--- src/rtl/markov_merge_scheduler_pkg.sv ---
// Shared state encoding and default sizing for the Markov merge scheduler.
package markov_merge_scheduler_pkg;

    localparam int DEF_NUM_REQ        = 4;
    localparam int DEF_TIMEOUT_CYCLES = 4096;

    typedef enum logic [2:0] {
        S_IDLE  = 3'd0,
        S_ISSUE = 3'd1,
        S_WAIT  = 3'd2,
        S_RESP  = 3'd3,
        S_ABORT = 3'd4
    } state_t;

    // Next round-robin index after idx, wrapping at n.
    function automatic int wrap_inc(input int idx, input int n);
        return (idx + 1 == n) ? 0 : idx + 1;
    endfunction

endpackage

--- src/rtl/markov_merge_scheduler_rr_pick.sv ---
// Rotating-priority picker: first set req bit at or above pointer, wrapping modulo NUM_REQ.
module markov_merge_scheduler_rr_pick #(
    parameter int NUM_REQ = 4,
    parameter int SEL_W   = $clog2(NUM_REQ)
) (
    input  logic [NUM_REQ-1:0] req,
    input  logic [SEL_W-1:0]   pointer,
    output logic [SEL_W-1:0]   winner,
    output logic               valid
);

    int               j;
    logic [SEL_W-1:0] idx;

    // Scan from the farthest offset down so the nearest set bit lands last.
    always_comb begin
        winner = '0;
        valid  = 1'b0;
        j      = 0;
        idx    = '0;
        for (int i = NUM_REQ - 1; i >= 0; i--) begin
            j   = (int'(pointer) + i) % NUM_REQ;
            idx = SEL_W'(j);
            if (req[idx]) begin
                winner = idx;
                valid  = 1'b1;
            end
        end
    end

endmodule

--- src/rtl/markov_merge_scheduler.sv ---
// Round-robin sequencer for the shared Markov merge engine: grant, start, watchdog wait, ack/err.
module markov_merge_scheduler
    import markov_merge_scheduler_pkg::*;
#(
    parameter int NUM_REQ        = DEF_NUM_REQ,
    parameter int TIMEOUT_CYCLES = DEF_TIMEOUT_CYCLES,
    parameter int SEL_W          = $clog2(NUM_REQ),
    parameter int CNT_W          = $clog2(TIMEOUT_CYCLES)
) (
    input  logic               clk,
    input  logic               reset,
    input  logic [NUM_REQ-1:0] req,
    output logic [NUM_REQ-1:0] gnt,
    output logic [NUM_REQ-1:0] ack,
    output logic [NUM_REQ-1:0] err,
    output logic [SEL_W-1:0]   sel,
    output logic               merge_start,
    input  logic               merge_done,
    output logic               merge_abort,
    output logic               busy
);

    localparam logic [CNT_W-1:0]   CNT_LAST = CNT_W'(TIMEOUT_CYCLES - 1);
    localparam logic [NUM_REQ-1:0] ONE      = NUM_REQ'(1);

    state_t           state;
    logic [SEL_W-1:0] pointer;
    logic [CNT_W-1:0] cnt;
    logic [SEL_W-1:0] pick_idx;
    logic             pick_valid;

    markov_merge_scheduler_rr_pick #(
        .NUM_REQ (NUM_REQ),
        .SEL_W   (SEL_W)
    ) u_rr_pick (
        .req     (req),
        .pointer (pointer),
        .winner  (pick_idx),
        .valid   (pick_valid)
    );

    always_ff @(posedge clk or negedge reset) begin
        if (!reset) begin
            state       <= S_IDLE;
            pointer     <= '0;
            cnt         <= '0;
            gnt         <= '0;
            ack         <= '0;
            err         <= '0;
            sel         <= '0;
            merge_start <= 1'b0;
            merge_abort <= 1'b0;
            busy        <= 1'b0;
        end else begin
            merge_start <= 1'b0;
            merge_abort <= 1'b0;
            ack         <= '0;
            err         <= '0;
            case (state)
                S_IDLE: begin
                    if (pick_valid) begin
                        sel         <= pick_idx;
                        gnt         <= ONE << pick_idx;
                        merge_start <= 1'b1;
                        busy        <= 1'b1;
                        state       <= S_ISSUE;
                    end
                end
                S_ISSUE: begin
                    cnt   <= '0;
                    state <= S_WAIT;
                end
                S_WAIT: begin
                    // cnt==0 marks the first WAIT cycle, where a stale done is masked.
                    if (merge_done && cnt != '0) begin
                        ack   <= gnt;
                        gnt   <= '0;
                        state <= S_RESP;
                    end else if (cnt == CNT_LAST) begin
                        err         <= gnt;
                        merge_abort <= 1'b1;
                        gnt         <= '0;
                        state       <= S_ABORT;
                    end else begin
                        cnt <= cnt + 1'b1;
                    end
                end
                S_RESP, S_ABORT: begin
                    pointer <= SEL_W'(wrap_inc(int'(sel), NUM_REQ));
                    busy    <= 1'b0;
                    state   <= S_IDLE;
                end
                default: begin
                    gnt   <= '0;
                    busy  <= 1'b0;
                    state <= S_IDLE;
                end
            endcase
        end
    end

endmodule

--- config.mk ---
export PLATFORM = sky130hd
export DESIGN_NAME = markov_merge_scheduler
export DESIGN_NICKNAME = d
export VERILOG_FILES = /design/src/rtl/markov_merge_scheduler_pkg.sv /design/src/rtl/markov_merge_scheduler_rr_pick.sv /design/src/rtl/markov_merge_scheduler.sv
export SDC_FILE = /design/constraint.sdc
export NUM_CORES = 1
export LEC_CHECK = 0
export ABC_AREA = 1
export BUFFER_PORTS_ARGS = -buffer_cell sky130_fd_sc_hd__buf_4
export CORE_MARGIN = 2
export CORE_UTILIZATION = 45
export DETAILED_ROUTE_END_ITERATION = 8
export HOLD_SLACK_MARGIN = 0.03
export PLACE_DENSITY = 0.7
export SLEW_MARGIN = 20
export SYNTH_ARGS = -nofsm -noshare
export SYNTH_HDL_FRONTEND = slang
export SYNTH_HIERARCHICAL = 1
export SYNTH_SLANG_ARGS = --single-unit
--- constraint.sdc ---
create_clock -name clk -period 1.6 [get_ports clk]
set_clock_uncertainty 0.1 [all_clocks]
set_input_delay 0.16 -clock clk [delete_from_list [all_inputs] [get_ports clk]]
set_output_delay 0.16 -clock clk [all_outputs]
set_load 0.01 [all_outputs]
# Word level (Yosys, flattened, before mapping)
# Index checks and enable logic that the tools add are counted.
[totals] reg_bits=34 inputBits=7 word_cells=84
[classes] addsub=5 n_lt_le_gt_ge=4 eq_ne=10 shift=1 n_mux=40 n_bitwise=2 reduce_logical=12
[op_table] op="$mux W4" n=8
[op_table] op="$mux W12" n=2
[op_table] op="$pmux W12 S2" n=1
[op_table] op="$mux W1" n=14
[op_table] op="$add A12 B1 Y12 const B" n=1
[op_table] op="$eq A12 B12 Y1 const B" n=1
[op_table] op="$lt A2 B3 Y1 const B" n=4
[op_table] op="$pmux W4 S3" n=1
[op_table] op="$reduce_bool A12 Y1" n=1
[op_table] op="$mux W2" n=5
[op_table] op="$mux W3" n=3
[op_table] op="$pmux W3 S3" n=1
[op_table] op="$bmux W1 S2" n=4
[op_table] op="$eq A3 B2 Y1 const B" n=2
[op_table] op="$eq A3 B3 Y1 const B" n=2
[op_table] op="$ne A2 B2 Y1 const B" n=3
[op_table] op="$reduce_and A2 Y1" n=3
[op_table] op="$reduce_and A3 Y1" n=2
[op_table] op="$add A2 B2 Y2 const B" n=2
[op_table] op="$reduce_or A2 Y1" n=2
[op_table] op="$shl A1 B2 Y4 const A" n=1
[op_table] op="$add A2 B1 Y3 const B" n=1
[op_table] op="$eq A3 B1 Y1 const B" n=1
[op_table] op="$logic_not A3 Y1" n=1
[op_table] op="other kinds (7)" n=8

# Longest topological paths before layout
[logic_depth] ltp_word=10 ltp_mapped=14 ltp_nobuf=13

# Hierarchy
# The synthesis kept the hierarchy.
[by_module_without_submodules] module="markov_merge_scheduler" instances=1 cells_each=215 area_per_inst_um2=1760.4
[by_module_without_submodules] module="markov_merge_scheduler_rr_pick" instances=1 cells_each=44 area_per_inst_um2=215.2

# Worst setup path after synthesis
# OpenSTA, ideal clock, no wires.
[synth_timing] path_type="register to register" from="register pointer[0]" to="register gnt[1]" setup_time_ps=66 arrival_time_ps=1420 required_time_ps=1434 setup_slack_ps=14 stages_incl_launch_ff=15 path_buffers=1 period_less_slack_ps=1586 cell_sequence="dfrtp_1 -> buf_6 -> inv_4 -> nand2_1 -> nand2_2 -> inv_2 -> nand2_1 -> nand3_2 -> nand2_1 -> nand2_1 -> nand2_1 -> inv_1 -> nor3_1 -> nand4_1 -> nand2_1"
[synth_between] elab_chain_len=10 word_cells_on_any_way=24 cone_classes="add/sub (3); eq/ne (1); shift (1); mux (18); reduce/logical (1)"
[synth_rtl] element="start, declared" line="markov_merge_scheduler.sv:27" text="logic [SEL_W-1:0] pointer;"
[synth_rtl] element="start signal, assigned" line="markov_merge_scheduler.sv:89" text="pointer <= SEL_W'(wrap_inc(int'(sel), NUM_REQ));"
[synth_rtl] element="$add A2 B2 Y2" line="markov_merge_scheduler_rr_pick.sv:22" text="j = (int'(pointer) + i) % NUM_REQ;"
[synth_rtl] element="$bmux W1 S2" line="markov_merge_scheduler_rr_pick.sv:24" text="if (req[idx]) begin"
[synth_rtl] element="$mux W1 (implied by the code)" line="markov_merge_scheduler_rr_pick.sv:24"
[synth_rtl] element="$mux W2 (3 in a row)" line="markov_merge_scheduler_rr_pick.sv:24"
[synth_rtl] element="$mux W2 *" line="markov_merge_scheduler_rr_pick.sv:24"
[synth_rtl] element="named net pick_idx[0]" line="markov_merge_scheduler.sv:29" text="logic [SEL_W-1:0] pick_idx;"
[synth_rtl] element="$shl A1 B2 Y4 *" line="markov_merge_scheduler.sv:63" text="gnt <= ONE << pick_idx;"
[synth_rtl] element="$mux W4 *" line="markov_merge_scheduler.sv:61" text="if (pick_valid) begin"
[synth_rtl] element="$pmux W4 S3 *" line="markov_merge_scheduler.sv:59" text="case (state)"
[synth_rtl] element="end signal, assigned" line="markov_merge_scheduler.sv:63"
[synth_rtl] element="end, declared" line="markov_merge_scheduler.sv:13" text="output logic [NUM_REQ-1:0] gnt,"
# Mark *: on every way through the listed nets, which the timed path passes. The rest lies on a longest branch. The select of a mux whose other input is x is not followed.
# A chain may end at the register's enable or synchronous reset.

# Worst setup path after layout
[layout_timing] from="register pointer[0]" to="register gnt[3]"
# Same word-level chain as after synthesis.

==> results summary <==
The post-synth net total is approximately 270. The via count came out at 1,852. The number of antenna violations at the first check in global routing is 0.

In the routed design, unresolved DRC markers number 0. The via count of the first global-routing pass came out at 1,693. The core region is 4290 um2. The average routed wire per standard cell is 12.3 um. The worst flop-to-flop path endpoint is gnt[3]. The leading area contributor after synthesis is sky130_fd_sc_hd__dfrtp_1. The number of maximum-capacitance violations is 0. The repair_antennas step left the layout with diodes totalling 0. The total grt overflow is 0. The routed length on met2 is 2180 um. The total number of H-tree levels came out at 2. The warning count from the yosys run is 6. The minimum period implied by the final worst setup slack is 1.73 ns. The instance count of the mapped netlist came out at 259. The final worst setup slack came out at -0.130 ns. The final setup violation count is 15. A synthesized cell averages around 7.6 um2. The slew at the pin closest to its max-slew limit came out at ~0.42 ns. After detailed routing, no signal wire sits above met4. The filler cells instantiated in the layout total ~350. The final number of hold-violating endpoints is 0.

The number of nets still failing antenna checks after routing is 0. The path with the worst hold slack has its endpoint at state[2]. The clock tree buffer depth came out at 2. The flow ran to the end, but the final reports show violations. By count the netlist is led by sky130_fd_sc_hd__nand2_1, sky130_fd_sc_hd__dfrtp_1, sky130_fd_sc_hd__nor2_1, sky130_fd_sc_hd__inv_1, sky130_fd_sc_hd__nand3_1. The number of enable-type register cells in the synthesized netlist came out at 0. The checks that failed: setup timing. The final clock period utilization by the worst path is 108%. The first global-routing pass estimated 7750 um of wire.

Sorting the synthesized cells by area gives the leading types as sky130_fd_sc_hd__dfrtp_1, sky130_fd_sc_hd__nand2_1, sky130_fd_sc_hd__nor2_1, sky130_fd_sc_hd__nand3_1, sky130_fd_sc_hd__inv_1. The global router's overall resource usage came out at about a fifth. The total number of nets in the final design is 333. The total half-perimeter wirelength after legalization and detailed placement came out at a little over 3000 um. The total standard cell area after synthesis is 1980 um2. In this run the most critical hold path is launched from merge_done. The classification of the worst setup path is flip-flop to flip-flop. Setup slack on the worst reg-to-reg path comes out at -0.13 ns. For this run, asynchronously set or reset flops after synthesis account for 100%. The highest fanout seen on the critical path came out at 6. The data arrival time of the critical path came out at 1.87 ns. Yosys mapped the design onto 28 distinct sky130hd cell types. The length in cells of the worst reg-to-reg path came out at 10. Clock-pin slew was measured on the worst setup and hold paths at 0.08 ns. The final wirelength is 4610 um. The top-level I/O count is 24. TritonCTS built the clock tree. The proportion of netlist area held by the largest area contributor came out at 43.1%.

In this run the clock root is driven by a sky130_fd_sc_hd__clkbuf_8. Sequential cells were found to cover 43.1% of the synthesized design area. The worst slew margin relative to its limit is between 70 and 80%.

The die covers 4940 um2. The met3 layer wire length in the routed design is between 200 and 250 um. Setup repair after global routing could not meet its margin everywhere. The die is 70.3 um wide. The area of combinational cells with multiple inputs came out at 1090 um2. The layout cell share with drive strength beyond 1 is 43.5%. For the worst-skew pair, the clock arrives at the later sink with an insertion delay of 0.30 ns.

For this configuration, the core starts out at a cell density of 46.0%. Registers take between 800 and 900 um2. Along the worst hold path, the cell count comes to 4. The maximum operating frequency is 578 MHz. The port buffer count is 23.

The length of routed wiring on met1 came out at 2100 um. Clock tree synthesis found a total of 34 sinks. The pin count of the biggest net entering global routing came out at 35. The height of the die came out at between 70 and 80 um. The via count normalized by instance count is roughly 4.9. The signed area change from the synthesized netlist to the final layout came out at 40.8%.

After routing, the total negative slack on setup checks comes to -0.687 ns. The row count is 24. At the worst endpoint, the required time is about 1.7 ns. The first detailed-routing pass ran for 5 iterations. The power per cell area came out at between 1500 and 2000 nW/um2. The reg-to-reg critical path startpoint is pointer[0].

The static power due to leakage came out at 1.40 nW. The cell with the most instances after synthesis is sky130_fd_sc_hd__nand2_1. The global placement routability congestion came out at between 0.8 and 0.9.

The flop and latch count out of synthesis came out at 34. The iteration-0 DRC count of the detailed router is 125. In this run, CTS created clock tree buffers numbering 5. The worst min-delay path class is input pin to flip-flop. The kind of capture point of the worst setup path is a flip-flop.

The worst setup path is launched from a flip-flop. At the end of the flow the core is filled with cells to 64.8%. For this run, the leading register cell type out of synthesis is sky130_fd_sc_hd__dfrtp_1. The peak ir drop on the vdd network is between 1 and 1.5 mV.

The total count of max-transition violations in the final report is 0.
## kinds of logic after synthesis
| logic type | share of synthesized area, % |
|---|---|
| multiplexers | 0.570 |
| adder cells (fa/ha/maj) | 1.90 |
| AO/OA/AOI/OAI | 6.46 |
| flip-flops | 43.1 |
| XOR/XNOR | 0.887 |
| AND/OR/NAND/NOR | 38.2 |
| buffers and inverters | 8.93 |
## metal layers
metal  up-vias  global-route usage (%)
li1        958                       -
met1       839                    27.0
met2        46                    30.7
met3         9                    3.75
met4         0                    10.9
met5         -                       0
## area by class of cell
| class | count | area share (%) |
|---|---|---|
| clock buffer | 5 | 2.47 |
| clock inverter | 3 | 2.47 |
| inverter | 35 | 4.90 |
| multi-input combinational | 187 | 39.3 |
| sequential | 34 | 30.6 |
| tap | 52 | 2.34 |
| timing repair buffer | 60 | 17.9 |
## worst max-delay path by stage
stage | start | end | slack, ns | cells after the start
5_1_grt | pointer[0] | gnt[3] | -0.28 | 11
2_1_floorplan | pointer[0] | gnt[1] | 0.01 | 14
4_1_cts | pointer[0] | gnt[3] | -0.04 | 10
6_report | pointer[0] | gnt[3] | -0.13 | 10
3_5_place_dp | pointer[0] | gnt[3] | -0.11 | 11
3_3_place_gp | pointer[0] | gnt[1] | -0.07 | 11
## critical path, stage by stage (launching register included)
cell	delay (ns)
sky130_fd_sc_hd__dfrtp_2	0.46
sky130_fd_sc_hd__buf_4	0.16
sky130_fd_sc_hd__o21ai_4	0.18
sky130_fd_sc_hd__nand2_2	0.09
sky130_fd_sc_hd__nand3_2	0.09
sky130_fd_sc_hd__nand3_1	0.08
sky130_fd_sc_hd__nand2_2	0.11
sky130_fd_sc_hd__inv_2	0.06
sky130_fd_sc_hd__nor3_2	0.17
sky130_fd_sc_hd__nand4_1	0.11
sky130_fd_sc_hd__nand2_1	0.07
## cells in the final DEF (no fill, tap or decap), types with 4 or more instances in the layout
cell | Yosys | routed
sky130_fd_sc_hd__nand4_1 | 7 | 7
sky130_fd_sc_hd__nor3_2 | 0 | 5
sky130_fd_sc_hd__nand2_4 | 1 | 6
sky130_fd_sc_hd__nand3_1 | 22 | 20
sky130_fd_sc_hd__nand2_2 | 10 | 20
sky130_fd_sc_hd__inv_1 | 27 | 21
sky130_fd_sc_hd__clkbuf_8 | 0 | 5
sky130_fd_sc_hd__buf_4 | 0 | 55
sky130_fd_sc_hd__o21ai_2 | 8 | 9
sky130_fd_sc_hd__dfrtp_1 | 34 | 33
sky130_fd_sc_hd__inv_2 | 7 | 12
sky130_fd_sc_hd__nand3_2 | 3 | 5
sky130_fd_sc_hd__nor2_1 | 32 | 27
sky130_fd_sc_hd__nand2_1 | 75 | 60
sky130_fd_sc_hd__a21oi_1 | 4 | 4
sky130_fd_sc_hd__nor2_2 | 1 | 5
## repair_timing
item	4_1_cts	5_1_grt
setup endpoints to repair	11	25
buffers inserted	4	5
hold buffers	1	0
cloned	0	1
pin swaps	14	9
gates resized for setup	24	28
endpoints found under the hold margin	34	0
## stage by stage
step                power [mW]  hold slack, ns  instances  instance area, um2  worst slack, ns
floorplan                 2.51          -0.236        259                1980           0.0137
detailed placement        3.30          0.0327        357                2390           -0.113
CTS                       4.53           0.113        370                2640          -0.0404
global placement          3.28          0.0304        357                2390          -0.0664
finish                    4.92           0.122        376                2780           -0.130
global route              5.27           0.148        376                2780           -0.279
## state kept, by name (all words and copies together), names as in the netlist
| name | cells |
|---|---|
| pointer | 2 |
| merge_start | 1 |
| err | 4 |
| state | 3 |
| gnt | 4 |
| busy | 1 |
| cnt | 12 |
| sel | 2 |
| merge_abort | 1 |
| ack | 4 |
## report_power, final
group          switching [mW]  internal (mW)
logic                    1.48           1.27
registers               0.182           1.02
clock network           0.345          0.624
total                    2.01           2.92
Note: power is estimated with default switching activity, not from simulation.
